$ cat config.mk
export PLATFORM = sky130hd
export DESIGN_NAME = rom_select_ctrl
export DESIGN_NICKNAME = d
export VERILOG_FILES = /design/src/rtl/rom_select_ctrl.sv
export SDC_FILE = /design/constraint.sdc
export NUM_CORES = 1
export LEC_CHECK = 0
export ABC_AREA = 1
export BUFFER_PORTS_ARGS = -buffer_cell sky130_fd_sc_hd__buf_2
export CORE_MARGIN = 8
export CORE_UTILIZATION = 23
export CTS_CLUSTER_SIZE = 12
export DETAILED_ROUTE_END_ITERATION = 12
export SYNTH_ARGS = -nofsm -noshare
export SYNTH_HDL_FRONTEND = slang
export SYNTH_SLANG_ARGS = --single-unit
$ cat constraint.sdc
create_clock -name clock -period 2 [get_ports clock]
set_clock_uncertainty 0.2 [all_clocks]
set_input_delay 0.3 -clock clock [delete_from_list [all_inputs] [get_ports clock]]
set_output_delay 0.3 -clock clock [all_outputs]
set_load 0.01 [all_outputs]
$ cat src/rtl/rom_select_ctrl.sv
// -----------------------------------------------------------------------------
// rom_select_ctrl
//
// Front-panel ROM selector feeding the memory loader's reload/index inputs.
// The raw select button (active-low, pulled up) is synchronised and
// debounced, then classified as a short press or a long press:
//   short press : advance to the next ROM slot (mod NUM_ROMS) and reload it
//   long press  : reload the current slot
// After any reload request, further presses are ignored until the loader has
// dropped load_done and raised it again, and the button is released.
//
// Optional feature macro: ROMSEL_BOOT_LOAD_EN
//   defined   : reset enters BOOT; the first cycle out of reset pulses reload
//               with index 0, so slot 0 auto-loads at power-up.
//   undefined : reset enters IDLE; nothing loads until the first press.
//
// Ports
//   clock      in   1  system clock, all logic on posedge
//   reset_n    in   1  synchronous, active-low reset
//   btn_in     in   1  raw button pin, 0 = pressed, asynchronous to clock
//   load_done  in   1  loader status, 1 = ROM resident, 0 = load in progress
//   reload     out  1  one-cycle pulse requesting a (re)load of slot index
//   index      out  4  selected ROM slot, stable while reload is high
//   busy       out  1  high whenever the FSM is not IDLE
// -----------------------------------------------------------------------------
module rom_select_ctrl #(
    parameter logic [15:0] DEBOUNCE_CYCLES = 16'd50000,
    parameter logic [23:0] LONG_CYCLES     = 24'd6000000,
    parameter int unsigned NUM_ROMS        = 4
) (
    input  logic       clock,
    input  logic       reset_n,
    input  logic       btn_in,
    input  logic       load_done,
    output logic       reload,
    output logic [3:0] index,
    output logic       busy
);

    typedef enum logic [1:0] {
        IDLE      = 2'd0,
        PRESS     = 2'd1,
        WAIT_LOAD = 2'd2,
        BOOT      = 2'd3
    } state_t;

`ifdef ROMSEL_BOOT_LOAD_EN
    localparam state_t RESET_STATE = BOOT;
`else
    localparam state_t RESET_STATE = IDLE;
`endif

    localparam logic [3:0] LAST_IDX = 4'(NUM_ROMS - 1);

    logic        sync1_q;
    logic        sync2_q;
    logic        btn_s;
    logic        btn_db_q,   btn_db_d;
    logic [15:0] db_cnt_q,   db_cnt_d;
    state_t      state_q,    state_d;
    logic [23:0] hold_cnt_q, hold_cnt_d;
    logic        saw_low_q,  saw_low_d;
    logic        reload_q,   reload_d;
    logic [3:0]  index_q,    index_d;

    // Only the second synchroniser stage feeds any logic.
    assign btn_s = sync2_q;

    // Debounce: btn_db follows btn_s only after DEBOUNCE_CYCLES consecutive
    // cycles of disagreement; any agreement restarts the count.
    always_comb begin
        btn_db_d = btn_db_q;
        db_cnt_d = 16'd0;
        if (btn_s == btn_db_q) begin
            db_cnt_d = 16'd0;
        end else if (db_cnt_q == (DEBOUNCE_CYCLES - 16'd1)) begin
            btn_db_d = btn_s;
            db_cnt_d = 16'd0;
        end else begin
            db_cnt_d = db_cnt_q + 16'd1;
        end
    end

    // Press classification and load handshake; reload_d is a pulse that is
    // only raised on the transition into WAIT_LOAD.
    always_comb begin
        state_d    = state_q;
        hold_cnt_d = hold_cnt_q;
        saw_low_d  = saw_low_q;
        reload_d   = 1'b0;
        index_d    = index_q;
        case (state_q)
            IDLE: begin
                if (!btn_db_q) begin
                    state_d    = PRESS;
                    hold_cnt_d = 24'd0;
                end else begin
                    state_d = IDLE;
                end
            end
            PRESS: begin
                // Threshold is checked first so a release landing on the
                // threshold cycle still counts as a long press.
                if (hold_cnt_q == (LONG_CYCLES - 24'd1)) begin
                    reload_d  = 1'b1;
                    saw_low_d = 1'b0;
                    state_d   = WAIT_LOAD;
                end else if (btn_db_q) begin
                    index_d   = (index_q == LAST_IDX) ? 4'd0 : (index_q + 4'd1);
                    reload_d  = 1'b1;
                    saw_low_d = 1'b0;
                    state_d   = WAIT_LOAD;
                end else begin
                    hold_cnt_d = hold_cnt_q + 24'd1;
                end
            end
            WAIT_LOAD: begin
                // Leave only after a full low->high load_done cycle and with
                // the button released, so a held long press cannot retrigger.
                if (saw_low_q && load_done && btn_db_q) begin
                    state_d = IDLE;
                end else if (!load_done) begin
                    saw_low_d = 1'b1;
                end else begin
                    state_d = WAIT_LOAD;
                end
            end
`ifdef ROMSEL_BOOT_LOAD_EN
            BOOT: begin
                reload_d  = 1'b1;
                index_d   = 4'd0;
                saw_low_d = 1'b0;
                state_d   = WAIT_LOAD;
            end
`endif
            default: begin
                state_d = IDLE;
            end
        endcase
    end

    // All state registers, with synchronous active-low reset.
    always_ff @(posedge clock) begin
        if (!reset_n) begin
            sync1_q    <= 1'b1;
            sync2_q    <= 1'b1;
            btn_db_q   <= 1'b1;
            db_cnt_q   <= 16'd0;
            state_q    <= RESET_STATE;
            hold_cnt_q <= 24'd0;
            saw_low_q  <= 1'b0;
            reload_q   <= 1'b0;
            index_q    <= 4'd0;
        end else begin
            sync1_q    <= btn_in;
            sync2_q    <= sync1_q;
            btn_db_q   <= btn_db_d;
            db_cnt_q   <= db_cnt_d;
            state_q    <= state_d;
            hold_cnt_q <= hold_cnt_d;
            saw_low_q  <= saw_low_d;
            reload_q   <= reload_d;
            index_q    <= index_d;
        end
    end

    assign reload = reload_q;
    assign index  = index_q;
    assign busy   = (state_q != IDLE);

endmodule

Yosys cells after proc, flatten, opt, wreduce, memory -nomap -nowiden
Cells that the tools add are included.
{"block": "word_totals", "ff_bits": 51, "inputBits": 4, "elab_cells": 59}
{"block": "classes", "n_addsub": 3, "eq_ne": 13, "muxes": 18, "bitwise": 3, "reduce_logical": 13}
{"op": "2-to-1 mux 24 bit", "n": 3}
{"op": "case mux 24 bit (2 select lines)", "n": 1}
{"op": "adder 24 x 1 -> 24 bit, second input constant", "n": 1}
{"op": "equality test 24 x 23 -> 1 bit, second input constant", "n": 1}
{"op": "adder 16 x 1 -> 16 bit, second input constant", "n": 1}
{"op": "equality test 16 bit, second input constant", "n": 1}
{"op": "!= test 2 bit, second input constant", "n": 5}
{"op": "2-to-1 mux 2 bit", "n": 4}
{"op": "AND reduction 4 bit", "n": 2}
{"op": "2-to-1 mux 1 bit", "n": 7}
{"op": "!= test 3 bit, second input constant", "n": 2}
{"op": "case mux 2 bit (3 select lines)", "n": 1}
{"op": "AND reduction 2 bit", "n": 3}
{"op": "nonzero test 2 bit", "n": 3}
{"op": "adder 4 x 1 -> 4 bit, second input constant", "n": 1}
{"op": "equality test 4 x 2 -> 1 bit, second input constant", "n": 1}
{"op": "2-to-1 mux 4 bit", "n": 1}
{"op": "NOT 1 bit", "n": 3}
{"op": "AND reduction 3 bit", "n": 1}
{"op": "OR reduction 3 bit", "n": 1}
{"op": "equality test 2 x 1 -> 1 bit, second input constant", "n": 1}
{"op": "equality test 2 bit, second input constant", "n": 1}
{"op": "logical AND 1 bit", "n": 2}
{"op": "zero test 2 bit", "n": 1}
{"op": "2 further kinds", "n": 2}

Longest topological paths before layout
Gate-level depths: netlist of the first run.
{"block": "logic_depth", "ltp_word": 4, "ltp_mapped": 10}

Least setup slack after synthesis of the first run
Ideal clock, no wire load.
{"block": "synth_path", "kind": "reg2reg", "start": "reg hold_cnt_q[0]", "end": "reg hold_cnt_q[5]", "setup_ns": 0.132, "t_arrival_ns": 1.398, "required_ns": 1.668, "path_slack_ns": 0.270, "path_stages_with_launch": 10, "n_path_buf": 1, "synth_period_minus_slack_ns": 1.730, "cell_sequence": "dfxtp_1 ha_1 nand3_1 nor2_1 nand3_2 nand2_4 nand2_2 buf_6 nand2_1 a21oi_1"}
{"block": "synth_via", "elab_chain_cells": 4}
{"item": "start: declaration", "line_no": "61", "text": "logic [23:0] hold_cnt_q, hold_cnt_d;"}
{"item": "start signal: assignment", "line_no": "160", "text": "hold_cnt_q <= hold_cnt_d;"}
{"item": "adder 24 x 1 -> 24 bit", "line_no": "114", "text": "hold_cnt_d = hold_cnt_q + 24'd1;"}
{"item": "2-to-1 mux 24 bit", "line_no": "108", "text": "end else if (btn_db_q) begin"}
{"item": "2-to-1 mux 24 bit", "line_no": "104", "text": "if (hold_cnt_q == (LONG_CYCLES - 24'd1)) begin"}
{"item": "case mux 24 bit (2 select lines)", "line_no": "92", "text": "case (state_q)"}
Several ways; a longest one is shown, not always the timed one. The select of a mux whose other input is x is not followed.
A chain may end at the register's enable or synchronous reset.

Worst setup path in the final report of the first run
{"block": "layout_path", "start": "reg hold_cnt_q[0]", "end": "reg hold_cnt_q[1]"}
Same word-level chain as after synthesis.

==> results of run 1 <==
[logic make-up (layout without fill, tap and decap cells)]
family	Yosys count	after routing	synth area share, %
simple gates	288	288	44.90
buf+inv	69	88	9.897
compound gates	34	34	6.255
fa+ha+maj	3	3	1.285
flops	51	51	34.96
xor+xnor	9	9	2.699
[worst min path at each step]
stage	startpoint	to	slack [ps]	cells past startpoint
floorplan	reset_n	btn_db_q	180	1
global placement	sync1_q	btn_s	200	1
detailed placement	sync1_q	btn_s	200	1
CTS	reset_n	btn_db_q	70	2
global route	reset_n	btn_db_q	90	2
finish	reset_n	btn_db_q	70	2
[Yosys cell counts, types with 2 or more instances]
library cell | instances | area [um2]
nor3_2 | 3 | 30.03
nor2_2 | 6 | 37.54
a31oi_1 | 2 | 12.51
inv_2 | 7 | 26.28
nor3b_1 | 5 | 37.54
clkbuf_1 | 3 | 11.26
nor2_1 | 78 | 292.8
clkinv_1 | 4 | 15.01
nand2_2 | 2 | 12.51
nand2_1 | 113 | 424.2
inv_1 | 48 | 180.2
dfxtp_1 | 51 | 1021
or2_2 | 2 | 12.51
o21bai_1 | 2 | 15.01
ha_1 | 3 | 37.54
nand3b_1 | 2 | 15.01
a21oi_1 | 21 | 105.1
nor3_1 | 11 | 55.05
nand3_1 | 39 | 195.2
nand3_2 | 5 | 50.05
o21ai_0 | 6 | 30.03
nand4_1 | 19 | 118.9
buf_2 | 3 | 15.01
xor2_1 | 8 | 70.07
buf_6 | 3 | 33.78
[area by class of cell]
type                       count  share of cell area [%]
clock buffer                   5                   3.687
clock inverter                 3                  0.7006
inverter                      59                   6.527
multi-input combinational    334                   48.60
sequential                    51                   30.09
tap                          172                   6.342
timing repair buffer          21                   4.056
[layer usage]
layer	GRT usage, %	vias to the layer above	routed length [um]
li1	-	1489	-
met1	11.03	1265	3412
met2	14.16	39	3114
met3	1.448	6	188
met4	3.663	0	112
met5	0	-	0
[flip-flops by register name, indices dropped and copies added, names as in the netlist]
signal and count:
db_cnt_q 16, index 4, btn_db_q 1, btn_s 1, hold_cnt_q 24, sync1_q 1
saw_low_q 1, reload 1, state_q 2
[timing repair]
action	CTS	global route
endpoints found under the hold margin	1	0
setup endpoints to repair	0	37
resized for setup	0	9
hold buffers	1	0
buffers inserted	0	0
[power breakdown]
part | internal, W | switching (W)
Combinational | 0.0000110 | 0.0000200
Sequential | 0.00102 | 0.00000123
Clock | 0.000469 | 0.000421
[per-stage QoR]
stage	instance area (um2)	instances	hold slack (ps)	utilization (%)
finish	3393	645	69.80	27.11
global route	3393	645	92.26	27.11
CTS	3354	645	68.15	26.80
detailed placement	3196	636	205.0	25.53
global placement	3196	636	195.6	25.53
floorplan	2920	454	184.6	-
[worst register-to-register path: stages (launching register included)]
cell,delay [ps]
dfxtp_1,350
ha_1,170
nand3_1,180
nor2_2,170
nand3_2,160
nand2_4,150
buf_4,160
nand3b_1,80
nand2_1,70
nor2_1,30
==> reports/qor.txt, run 1 <==
Lkg Pwr: 1.203 nW
Slew Viols, Final: 0
Worst setup EP type: flip-flop
Crit Path Class: flip-flop to flip-flop
post-DP HPWL: 5111 um
Clock Latency Late Sink: 300 ps
number of fill cells: 1,402
Tcrit/Tclk final: 92.36%
drc violations: 0
final WL: 6828 um
YS warnings: 0
EDFF count, synth: 0
Mapped Area: 2920 um2
Worst Path Buf+Inv: 1
vias in the first global route: 2,610
die area: 16,560 um2
synthesized instance count: 454
flop-to-flop setup slack: 150 ps
n_diodes: 0
DR pass1 iterations: 5
total area of sequential cells: 1021 um2
outcome: finished clean
# IOs: 10
post-synth cell types: 33
Period minus WS final: 1847 ps
Vias/cell: 4.340
Tightest Pin Transition: 399.6 ps
GR Overflow Total: 0
Total Power: 0.001939 W
CP Cell Sequence: ha_1 > nand3_1 > nor2_2 > nand3_2 > nand2_4 > buf_4 > nand3b_1 > nand2_1 > nor2_1
first-iteration detailed-routing DRC count: 166
CP max-delay cell: dfxtp_1
Root Driver: clkbuf_16
reg2reg start: hold_cnt_q[0]
Hold Crit Class: input pin to flip-flop
CTS buffer count: 5
Max-Cap Viols: 0
Avg Cell Area, Syn: 6.432 um2
crit path DAT: 1840 ps
RSZ-0062 raised after global routing: true
Routability Congestion: 0.8490
first-pass GRT wire length: 11,900 um
pwr dens: 571.6 nW/um2
slowest stage delay, CP: 350 ps
Die Y-Extent: 128.7 um
CTS sink cnt: 51
sequential-to-total area share from yosys stat: 34.96%
Hold Fails Final Rpt: 0
worst r2r dst: hold_cnt_q[1]
area delta synth->final: 16.20%
Routed Antenna Nets: 0
Rows: 41
Critical Path End: hold_cnt_q[1]
slew margin rel.: 73.15%
syn nets: 461
Multi-input gate area: 1649 um2
commonest non-fill, non-tap cell in the layout: nand2_1
Die X: 128.7 um
starting density of the core: 23.33%
most frequent cells in the layout: nand2_1, nor2_1, dfxtp_1
pre-CTS setup slack: 68.18 ps
Core Area: 12,520 um2
PortBufs: 9
final worst slack: 152.9 ps
initial antenna violation count: 0
VDD IR max: 0.0003255 V
TNS Setup: 0 ps
setup violators final: 0
CP max FO: 8
Required @ worst endpoint: 1990 ps
Routed wire per std cell: 10.59 um
layout cells sized above 1: 12.90%
highest clock rate: 0.5414 GHz
Worst-path clk slew: 70 ps
CP Depth: 9
H-tree Lvls: 2
total number of vias: 2,799
CP delay by family, top: simple AND/OR/NAND/NOR gates
Clock Path Buffers: 2
largest net degree at the start of global routing: 18
fraction of registers with async set/reset: 0%
gr usage total: 8.664%
Worst Setup Start Kind: flip-flop
NumNets Final: 479
r2r worst-path depth: 9
Yosys reg bits: 51
TritonCTS clock tree: yes
dominant synthesized flop cell: dfxtp_1
Worst Setup SP: hold_cnt_q[0]
No activity file was read; power rests on OpenSTA's default activity.
==> inputs of run 2 (changes only) <==
- clock period: 2 -> 1.7 ns (I/O delays scaled with it)
==> run 2 against run 1 <==
The run now ends with setup timing left. Final cell count grew 5.4%. Combinational power grew 59%. Maximum frequency grew 8.4%. Design area grew 22%. Utilization grew 5.9 points. Critical path type unchanged. Clock-buffer cell count is the same.
==> reports/qor.txt, run 2 (same netlist as run 1, synthesis figures left out) <==
Hold Crit Class: input pin to flip-flop
total number of vias: 3,087
slowest stage delay, CP: 360 ps
CP most frequent cell: nand2_2
initial antenna violation count: 0
most frequent cells in the layout: nand2_1, nor2_1, inv_1
Max-Cap Viols: 0
Tightest Pin Transition: 364.5 ps
largest net degree at the start of global routing: 18
layout cells sized above 1: 32.68%
Period minus WS final: 1704 ps
final WL: 7937 um
Routability Congestion: 0.8698
Routed Antenna Nets: 0
Hold Fails Final Rpt: 0
Vias/cell: 4.540
setup violators final: 1
crit path DAT: 1690 ps
Worst-path clk slew: 70 ps
CP max-delay cell: dfxtp_2
die area: 16,560 um2
Die Y-Extent: 128.7 um
Rows: 41
CP Cell Sequence: ha_4 > nand2_4 > nor2_4 > nand2_2 > nor3_2 > nand2_1 > nand2_2 > clkbuf_16 > nor3b_2
CTS sink cnt: 51
GR Overflow Total: 0
final worst slack: -3.874 ps
largest reg by FF count: hold_cnt_q
Routed wire per std cell: 11.67 um
drc violations: 0
Worst Setup Start Kind: flip-flop
first-iteration detailed-routing DRC count: 138
post-DP HPWL: 5543 um
Slew Viols, Final: 0
CTS buffer count: 5
Crit Path Class: flip-flop to flip-flop
RSZ-0062 raised after global routing: true
DR pass1 iterations: 4
vias in the first global route: 2,882
first-pass GRT wire length: 12,870 um
slew margin rel.: 75.51%
Cells after DPL: 663
CP delay by family, top: simple AND/OR/NAND/NOR gates
NumNets Final: 514
Root Driver: clkbuf_16
highest clock rate: 0.5869 GHz
commonest non-fill, non-tap cell in the layout: nand2_1
CP max FO: 7
TritonCTS clock tree: yes
failing checks: setup timing
# IOs: 10
Die X: 128.7 um
pwr dens: 580.6 nW/um2
Worst setup EP type: flip-flop
PortBufs: 9
starting density of the core: 23.33%
n_diodes: 0
fin cells: 680
VDD IR max: 0.0004408 V
TNS Setup: -3.874 ps
Core Area: 12,520 um2
Clock Latency Late Sink: 290 ps
Clock Path Buffers: 2
H-tree Lvls: 2
Required @ worst endpoint: 1680 ps
outcome: finished with violations
area delta synth->final: 41.65%
Lkg Pwr: 1.581 nW
Tcrit/Tclk final: 100.2%
Worst Path Buf+Inv: 1
gr usage total: 9.371%
number of flip-flops in the largest register: 24
run 2: cell types whose count changed in the layout (fill, tap and decap cells not counted), sizes merged:
| cell | delta |
|---|---|
| buf | +33 |
| clkinv | +1 |
| clkinvlp | -2 |
| clkbuf | +2 |
| bufinv | +1 |
run 2: layout make-up:
type	count	area [um2]
Timing Repair Buffer	56	495.5
Multi-Input combinational cell	334	1986
Tap cell	172	215.2
Clock inverter	3	43.79
Clock buffer	5	125.1
Inverter	59	221.5
Sequential cell	51	1050
Fill cell	1351	8381
run 2: path summary, 6_finish.rpt:
path	start	end	slack (ps)	cells after the start
worst max-delay path	db_cnt_q[1]	db_cnt_q[12]	-4	9
worst min-delay path	reset_n	btn_db_q	30	2
worst max register to register	db_cnt_q[1]	db_cnt_q[12]	-4	9
worst min register to register	sync1_q	btn_s	220	1
run 2: stage by stage:
step                worst slack (ps)  cell area [um2]  hold WS [ps]  total power [W]  utilization (%)
finish                        -3.874             4136         32.75         0.002402            33.05
CTS                            1.355             3677         33.33         0.002434            29.38
detailed placement            -66.57             3443         204.6         0.001269            27.51
floorplan                      8.227             2928         139.7         0.001245                -
global placement              -10.21             3443         194.3         0.001267            27.51
global route                  -69.63             4136         31.87         0.002490            33.05
run 2: metal layers:
layer / global-route usage (%) / up-vias / share of wire [%]
met1: 11.70 / 1463 / 46
met2: 15.61 / 55 / 49
met5: 0 / - / 0
li1: - / 1561 / -
met3: 1.407 / 8 / 3.1
met4: 4.216 / 0 / 1.8
run 2: power breakdown:
group	leakage (nW)	switching [W]	internal, W
Clock	0.0838	0.000464	0.000695
Combinational	1.08	0.0000281	0.0000213
Sequential	0.421	0.00000169	0.00119
Total	1.58	0.000493	0.00191
run 2: what timing repair did:
action                     in CTS  in global routing
resized for setup              14                100
buffers inserted                1                  5
setup endpoints to repair      29                 46
hold buffers                    1                  0
gates cloned                    0                  2
hold endpoints to repair        1                  0
pin swaps                       4                 30
